[config.mk]
export PLATFORM = sky130hd
export DESIGN_NAME = seq_muldiv_unit
export DESIGN_NICKNAME = d
export VERILOG_FILES = /design/src/rtl/muldiv_pkg.sv /design/src/rtl/muldiv_cond_neg.sv /design/src/rtl/seq_muldiv_unit.sv
export SDC_FILE = /design/constraint.sdc
export NUM_CORES = 1
export LEC_CHECK = 0
export ABC_AREA = 0
export CORE_AREA = 2 2 144 118
export DETAILED_ROUTE_END_ITERATION = 6
export DIE_AREA = 0 0 146 120
export GPL_ROUTABILITY_DRIVEN = 0
export GPL_TIMING_DRIVEN = 0
export HOLD_SLACK_MARGIN = 0.02
export PLACE_DENSITY = 0.58
export SLEW_MARGIN = 25
export SYNTH_ARGS = -nofsm -noshare
export SYNTH_HDL_FRONTEND = slang
export SYNTH_SLANG_ARGS = --single-unit
[constraint.sdc]
create_clock -name clock -period 3.7 [get_ports clock]
set_clock_uncertainty 0.05 [all_clocks]
set_input_delay 0.555 -clock clock [delete_from_list [all_inputs] [get_ports clock]]
set_output_delay 0.555 -clock clock [all_outputs]
set_load 0.005 [all_outputs]
[src/rtl/muldiv_pkg.sv]
`default_nettype none
// +--------------------------------------------------------------------------+
// | muldiv_pkg : op and FSM state encodings for seq_muldiv_unit              |
// | Revision   : 1.0                                                         |
// +--------------------------------------------------------------------------+
package muldiv_pkg;

    localparam logic [1:0] OP_MULU = 2'b00;
    localparam logic [1:0] OP_MULS = 2'b01;
    localparam logic [1:0] OP_DIVU = 2'b10;
    localparam logic [1:0] OP_DIVS = 2'b11;

    typedef enum logic [2:0] {
        S_IDLE = 3'd0,
        S_LOAD = 3'd1,
        S_RUN  = 3'd2,
        S_FIX  = 3'd3,
        S_DONE = 3'd4
    } state_t;

endpackage
`default_nettype wire

[src/rtl/muldiv_cond_neg.sv]
`default_nettype none
// +--------------------------------------------------------------------------+
// | muldiv_cond_neg : two's-complement negate when neg is set, else pass     |
// | Revision        : 1.0                                                    |
// +--------------------------------------------------------------------------+
module muldiv_cond_neg #(
    parameter int WIDTH = 16
) (
    input  logic [WIDTH-1:0] din,
    input  logic             neg,
    output logic [WIDTH-1:0] dout
);

    assign dout = neg ? (~din + WIDTH'(1)) : din;

endmodule
`default_nettype wire

[src/rtl/seq_muldiv_unit.sv]
`default_nettype none
// +--------------------------------------------------------------------------+
// | seq_muldiv_unit : iterative shift-add multiplier / restoring divider.    |
// | Divider datapath present only when MULDIV_DIV_EN is defined.             |
// | Revision        : 1.0                                                    |
// +--------------------------------------------------------------------------+
module seq_muldiv_unit
    import muldiv_pkg::*;
#(
    parameter int WIDTH = 16,
    parameter int CNT_W = 5
) (
    input  logic             clock,
    input  logic             reset,
    input  logic             start,
    input  logic [1:0]       op,
    input  logic [WIDTH-1:0] opa,
    input  logic [WIDTH-1:0] opb,
    output logic             busy,
    output logic             done,
    output logic [WIDTH-1:0] res_hi,
    output logic [WIDTH-1:0] res_lo,
    output logic             div_by_zero
);

    state_t             state, state_next;
    logic [1:0]         op_q;
    logic [WIDTH-1:0]   a_q, b_q, acc, lo_q;
    logic [CNT_W-1:0]   count;
    logic               sign_a, sign_b;

    logic               is_signed, is_div, div_zero;
    logic               neg_a_en, neg_b_en;
    logic [WIDTH-1:0]   mag_a, mag_b;
    logic [WIDTH:0]     mul_sum;
    logic [2*WIDTH-1:0] prod_fix;
    logic [WIDTH-1:0]   step_acc, step_lo, fix_hi, fix_lo;

    assign is_signed = (op_q == OP_MULS) || (op_q == OP_DIVS);
`ifdef MULDIV_DIV_EN
    assign is_div    = (op_q == OP_DIVU) || (op_q == OP_DIVS);
`else
    assign is_div    = 1'b0;
`endif
    assign div_zero  = is_div && (b_q == '0);
    assign neg_a_en  = is_signed & a_q[WIDTH-1];
    assign neg_b_en  = is_signed & b_q[WIDTH-1];

    muldiv_cond_neg #(.WIDTH(WIDTH)) u_mag_a (.din(a_q), .neg(neg_a_en), .dout(mag_a));
    muldiv_cond_neg #(.WIDTH(WIDTH)) u_mag_b (.din(b_q), .neg(neg_b_en), .dout(mag_b));
    muldiv_cond_neg #(.WIDTH(2*WIDTH)) u_prod_fix (
        .din ({acc, lo_q}),
        .neg (is_signed & (sign_a ^ sign_b)),
        .dout(prod_fix)
    );

    // One extra bit keeps the carry of the partial-product add.
    assign mul_sum = {1'b0, acc} + (lo_q[0] ? {1'b0, a_q} : '0);

`ifdef MULDIV_DIV_EN
    logic [WIDTH:0]   div_shift;
    logic             div_ge;
    logic [WIDTH-1:0] div_rem, quot_fix, rem_fix;

    assign div_shift = {acc, lo_q[WIDTH-1]};
    assign div_ge    = div_shift >= {1'b0, b_q};
    assign div_rem   = div_shift[WIDTH-1:0] - b_q;

    muldiv_cond_neg #(.WIDTH(WIDTH)) u_quot_fix (.din(lo_q), .neg(is_signed & (sign_a ^ sign_b)), .dout(quot_fix));
    muldiv_cond_neg #(.WIDTH(WIDTH)) u_rem_fix  (.din(acc),  .neg(is_signed & sign_a),            .dout(rem_fix));
`endif

    always_comb begin
        step_acc = mul_sum[WIDTH:1];
        step_lo  = {mul_sum[0], lo_q[WIDTH-1:1]};
        fix_hi   = prod_fix[2*WIDTH-1:WIDTH];
        fix_lo   = prod_fix[WIDTH-1:0];
`ifdef MULDIV_DIV_EN
        if (is_div) begin
            step_acc = div_ge ? div_rem : div_shift[WIDTH-1:0];
            step_lo  = {lo_q[WIDTH-2:0], div_ge};
            fix_hi   = rem_fix;
            fix_lo   = quot_fix;
        end
`endif
    end

    always_comb begin
        state_next = state;
        case (state)
            S_IDLE:  if (start) state_next = S_LOAD;
            S_LOAD:  state_next = div_zero ? S_DONE : S_RUN;
            S_RUN:   if (count == CNT_W'(1)) state_next = S_FIX;
            S_FIX:   state_next = S_DONE;
            S_DONE:  state_next = S_IDLE;
            default: state_next = S_IDLE;
        endcase
    end

    always_ff @(posedge clock or posedge reset) begin
        if (reset) begin
            state       <= S_IDLE;
            op_q        <= OP_MULU;
            a_q         <= '0;
            b_q         <= '0;
            acc         <= '0;
            lo_q        <= '0;
            count       <= '0;
            sign_a      <= 1'b0;
            sign_b      <= 1'b0;
            res_hi      <= '0;
            res_lo      <= '0;
            div_by_zero <= 1'b0;
        end else begin
            state <= state_next;
            case (state)
                S_IDLE: begin
                    if (start) begin
                        op_q        <= op;
                        a_q         <= opa;
                        b_q         <= opb;
                        div_by_zero <= 1'b0;
                    end
                end
                S_LOAD: begin
                    sign_a <= neg_a_en;
                    sign_b <= neg_b_en;
                    a_q    <= mag_a;
                    b_q    <= mag_b;
                    lo_q   <= is_div ? mag_a : mag_b;
                    acc    <= '0;
                    count  <= CNT_W'(WIDTH);
                    // a_q still holds the raw dividend here.
                    if (div_zero) begin
                        res_hi      <= a_q;
                        res_lo      <= '1;
                        div_by_zero <= 1'b1;
                    end
                end
                S_RUN: begin
                    acc   <= step_acc;
                    lo_q  <= step_lo;
                    count <= count - CNT_W'(1);
                end
                S_FIX: begin
                    res_hi <= fix_hi;
                    res_lo <= fix_lo;
                end
                default: ;
            endcase
        end
    end

    assign busy = (state != S_IDLE);
    assign done = (state == S_DONE);

endmodule
`default_nettype wire

### After elaboration in Yosys (flattened, before gate mapping)

Cells that the tools add are included.

* register bits: 108
* input port bits: 37
* logic and storage cells: 56

* add/sub/neg operators: 5
* equality and inequality tests: 10
* multiplexer cells: 14
* bitwise gates (word level): 7
* reduce and logical (&&, ||, !) cells: 9

Operator list (number)
* $pmux 16 s2: 4
* $mux 16: 5
* $add 16x1->16 const B: 2
* $add 32x1->32 const B: 1
* $mux 32: 1
* $not 16->16: 2
* $not 32->32: 1
* $add 16x16->17: 1
* $pmux 3 s4: 1
* $pmux 5 s2: 1
* $eq 3x2->1 const B: 2
* $mux 3: 2
* $reduce_and 2->1: 3
* $eq 5x1->1 const B: 1
* $sub 5x1->5 const B: 1
* $ne 2x2->1 const B: 2
* $reduce_bool 2->1: 2
* $and 1x1->1: 3
* $eq 3x1->1 const B: 1
* $eq 3x3->1 const B: 1
* $logic_not 3->1: 1
* $reduce_and 3->1: 1
* $reduce_bool 3->1: 1
* $eq 2x1->1 const B: 1
* 4 further kinds: 4

### Logic depth before layout (Yosys ltp)

* depth after elaboration: 5
* depth in mapped cells: 12
* gate-level depth less buffers: 11

### Modules after synthesis

Synthesis repeated with hierarchy kept, for this count alone.

* cell total of the unflattened synthesis: 722
* area total of the unflattened synthesis: 6916.6 µm²

Modules (own cells, without submodules)
* seq_muldiv_unit: instances 1, cells each 529, area each 5474.0 µm², sequential area each 2677.6 µm²
* muldiv_cond_neg (u_prod_fix): instances 1, cells each 99, area each 777.0 µm², sequential area each 0.0 µm²
* muldiv_cond_neg (u_mag_a ...): instances 2, cells each 47, area each 332.8 µm², sequential area each 0.0 µm²

### Worst setup path after synthesis

OpenSTA, ideal clock, no wires.

* path kind: register to register
* start: reg lo_q[0]
* end: reg acc[11]
* setup time: 0.116 ns
* arrival time: 2.551 ns
* setup slack: 0.983 ns
* stages on the path, launching flop included: 13
* cell sequence: dfrtp_1 -> clkbuf_1 -> inv_1 -> nor2_1 -> ha_1 -> inv_1 -> fa_1 -> nor2b_1 -> o211ai_1 -> a31oi_1 -> a21oi_1 -> or2_2 -> o311ai_0

* longest elaborated chain between the ends: 3

RTL lines
* from (decl): RTL line seq_muldiv_unit.sv:28 `logic [WIDTH-1:0] a_q, b_q, acc, lo_q;`
* from (signal assigned): RTL line seq_muldiv_unit.sv:130 `lo_q <= is_div ? mag_a : mag_b;`
* from (signal assigned): RTL line seq_muldiv_unit.sv:142 `lo_q <= step_lo;`
* $mux 16: RTL line seq_muldiv_unit.sv:58 `assign mul_sum = {1'b0, acc} + (lo_q[0] ? {1'b0, a_q} : '0);`
* $add 16x16->17: RTL line seq_muldiv_unit.sv:58
* $pmux 16 s2: RTL line seq_muldiv_unit.sv:116 `case (state)`
* to (signal assigned): RTL line seq_muldiv_unit.sv:141 `acc <= step_acc;`
* to (decl): RTL line seq_muldiv_unit.sv:28

No other way between the ends.
A chain may end at the register's enable or synchronous reset.

### Final worst setup path

Ends and elaborated chain as after synthesis.

==> qor.txt <==
Worst-path fanout max: 10
Post-CTS sizing: 0
P per Cell Area: 867 nW/um2
Portion of netlist area occupied by mux cells: 0.00317
Num rows: 42
Global-route wire length before repair: 28,300 um
Pre-CTS WS: 0.352 ns
Highest-delay cell along the critical path: fa_1
Initial Util: 0.390
Post-DR vias/cell: 5.47
Max clock buf depth: 2
Die Footprint: 17,500 um2
Vias in the first global route: 5,399
Post-CTS Hold Fix Bufs: 0
Setup TNS: 0 ns
Hold WC Path Type: register to register
Util after Layout: 0.469
Via count: 5,613
Layout fillers: 1,582
Fmax: 0.293 GHz
H-tree depth: 3
Tmin final: 3.41 ns
Fin worst setup slack: 0.292 ns
Async set-reset flop share out of synthesis: 1.00
Drt first pass iters: 5
Netlist cell types: 58
Routed Antenna Nets: 0
CTS tree: built
Cells after Synth: 721
Sink Count: 107
N_diodes: 0
Buffers on Ports: 69
Num CTS Buffers: 9
Worst-Margin Slew: 0.842 ns
Syn Std Cell Area: 6310 um2
Largest net degree at the start of global routing: 64
Post-DP HPWL: 13,000 um
Simple-gate portion of the synthesized area: 0.180
EDFF count, synth: 0
Arrival time worst endpoint: 3.60 ns
Final setup viols: 0
Syn. warnings: 0
Startpoint Class: register
Fin. Hold Viols: 0
Die width: 146 um
Area Overhead vs Synth: 20.4%
Main combinational cell family by area after synthesis: compound AO/OA/AOI/OAI gates
Post-synthesis xor/xnor area fraction: 0.0736
Final #Nets: 861
GRT Overall Usage: 0.203
CP required: 3.89 ns
Pwr Total: 6.58 mW
Core area: 16,200 um2
Final Max Tran Viols: 0
Routed WL: 17,200 um
Period utilisation layout: 0.921
Unrepaired setup endpoints after global routing: no
Die Height: 120 um
Slew HR: 0.434
Max incr delay on CP: 0.40 ns
R2R Setup Slk: 0.29 ns
# IOs: 72
Adder-cell area share of the yosys netlist: 0.0448
Clock-pin transition on the worst setup and hold timing paths: 0.08 ns
Seq/Total Area, Yosys: 0.425
Avg Inst Size Synth: 8.75 um2
Clk Latency, worst-skew pair: 0.36 ns
Total of max-cap violations: 0
CP Class: register to register
Compound-Gate Fraction of Synth Area: 0.236
Grt total ovfl: 0
Antenna violations before repair: 0
Crit-path cells: clkbuf_1 > inv_1 > nor2_1 > ha_1 > inv_1 > fa_1 > nor2b_1 > o211ai_1 > a31oi_1 > a21oi_1 > or2_2 > o311ai_0
Routed wire length per instance: 16.8 um
Status: finished clean
Leak: 3.06 nW
DR iter-0 viols: 319
Post-Layout Cell Count: 1,027
Post-CTS setup buffers: 0
Most frequent CP cell: inv_1
Layout cells sized above 1: 0.0434
Main synth FF type: dfrtp_1
Net Count, Synth: 780
Worst setup EP type: register
Inst Count DP: 1,011
Clock Tree Root: clkbuf_16
Number of synthesized register bits: 107
DRC: 0
Peak VDD IR: 0.368 mV
[cell families after synthesis]
family | count (synthesis)
and+or+nand+nor | 238
muxes | 2
adders and majority gates | 22
other | 1
xor gates and xnor gates | 53
AOI/OAI and AO/OA | 237
DFF | 107
buffers and inverters | 61
[worst max-delay path: cells and delay by family, from the launching register on]
family	cells	cell delay, ns
AO/OA/AOI/OAI	4	0.99
AND/OR/NAND/NOR	3	0.70
buffers and inverters	3	0.64
adder cells (fa/ha/maj)	2	0.58
flip-flops	1	0.33
[cell usage in the layout (no fill, tap or decap), types with 11 or more instances in the layout]
cell type        instances
nor3_1                  13
o31ai_1                 13
o21ai_0                 87
a21oi_1                 51
xor2_1                  35
dfrtp_1                107
clkbuf_1                38
and2_1                  16
nand2_1                 93
clkdlybuf4s50_1         69
o22ai_1                 13
nor2_1                  54
inv_1                   19
nand3_1                 11
a22oi_1                 14
ha_1                    21
xnor2_1                 18
[sequential cells by signal, summed over array words and instances, names as in the netlist]
register	flops
acc	16
res_lo	16
count	5
sign_a	1
lo_q	16
state	3
a_q	16
b_q	16
sign_b	1
op_q	1
res_hi	16
[power breakdown]
part	switching [mW]	internal [mW]	leakage, nW
Clock	0.487	0.472	0.137
Combinational	1.91	1.44	1.59
Sequential	0.583	1.69	1.33
Total	2.98	3.60	3.06
[Yosys cell counts (4+ instances only)]
cell type	instances	area, um2
o31ai_1	13	97.6
a31oi_1	8	50.1
o22ai_1	13	81.3
nand2_1	93	349
o211ai_1	4	30.0
nand2b_1	5	31.3
xnor2_1	18	158
nor2_1	54	203
a22oi_1	14	105
nor4_1	4	25.0
ha_1	21	263
xor2_1	35	307
dfrtp_1	107	2680
o41ai_1	5	43.8
a32o_1	4	40.0
o221a_2	5	56.3
or3_1	8	50.1
inv_1	20	75.1
nand3_1	11	55.1
a211oi_1	4	30.0
or4_1	9	67.6
and3_1	4	25.0
clkbuf_1	37	139
and2_1	16	100
o21ai_0	87	435
a21oi_1	51	255
nor3_1	13	65.1
[layout make-up]
type | count | area [um2] | share of cell area
multi-input cells | 553 | 3400 | 0.447
inverters | 20 | 80.1 | 0.0106
plain buffers | 41 | 158 | 0.0208
clock inverters | 6 | 56.3 | 0.00742
repair buffers | 70 | 718 | 0.0946
well taps | 220 | 275 | 0.0363
clock buffers | 10 | 229 | 0.0302
flip-flops and latches | 107 | 2680 | 0.353
[path summary, 6_finish.rpt]
check / endpoint / cells after the start / from
max: acc[11] / 12 / lo_q[0]
min: res_lo[0] / 2 / res_lo[0]
max reg2reg: acc[11] / 12 / lo_q[0]
min reg2reg: res_lo[0] / 2 / res_lo[0]
max in group asynchronous: a_q[8] / 3 / reset
min in group asynchronous: res_lo[9] / 2 / reset
[routing by layer]
layer / part of all wire / vias up / GRT usage / wire length, um
met5: 0 / - / 0 / 0
met3: 0.059 / 18 / 0.0399 / 1020
met2: 0.42 / 147 / 0.294 / 7150
li1: - / 2766 / - / -
met1: 0.51 / 2682 / 0.304 / 8790
met4: 0.015 / 0 / 0.0625 / 262
[per-stage QoR]
step / area (um2) / hold slack [ns]
finish: 7590 / 0.434
global route: 7590 / 0.449
CTS: 7590 / 0.438
detailed placement: 7300 / 0.421
global placement: 7270 / 0.414
floorplan: 6310 / 0.396
No activity file was read; power rests on OpenSTA's default activity.
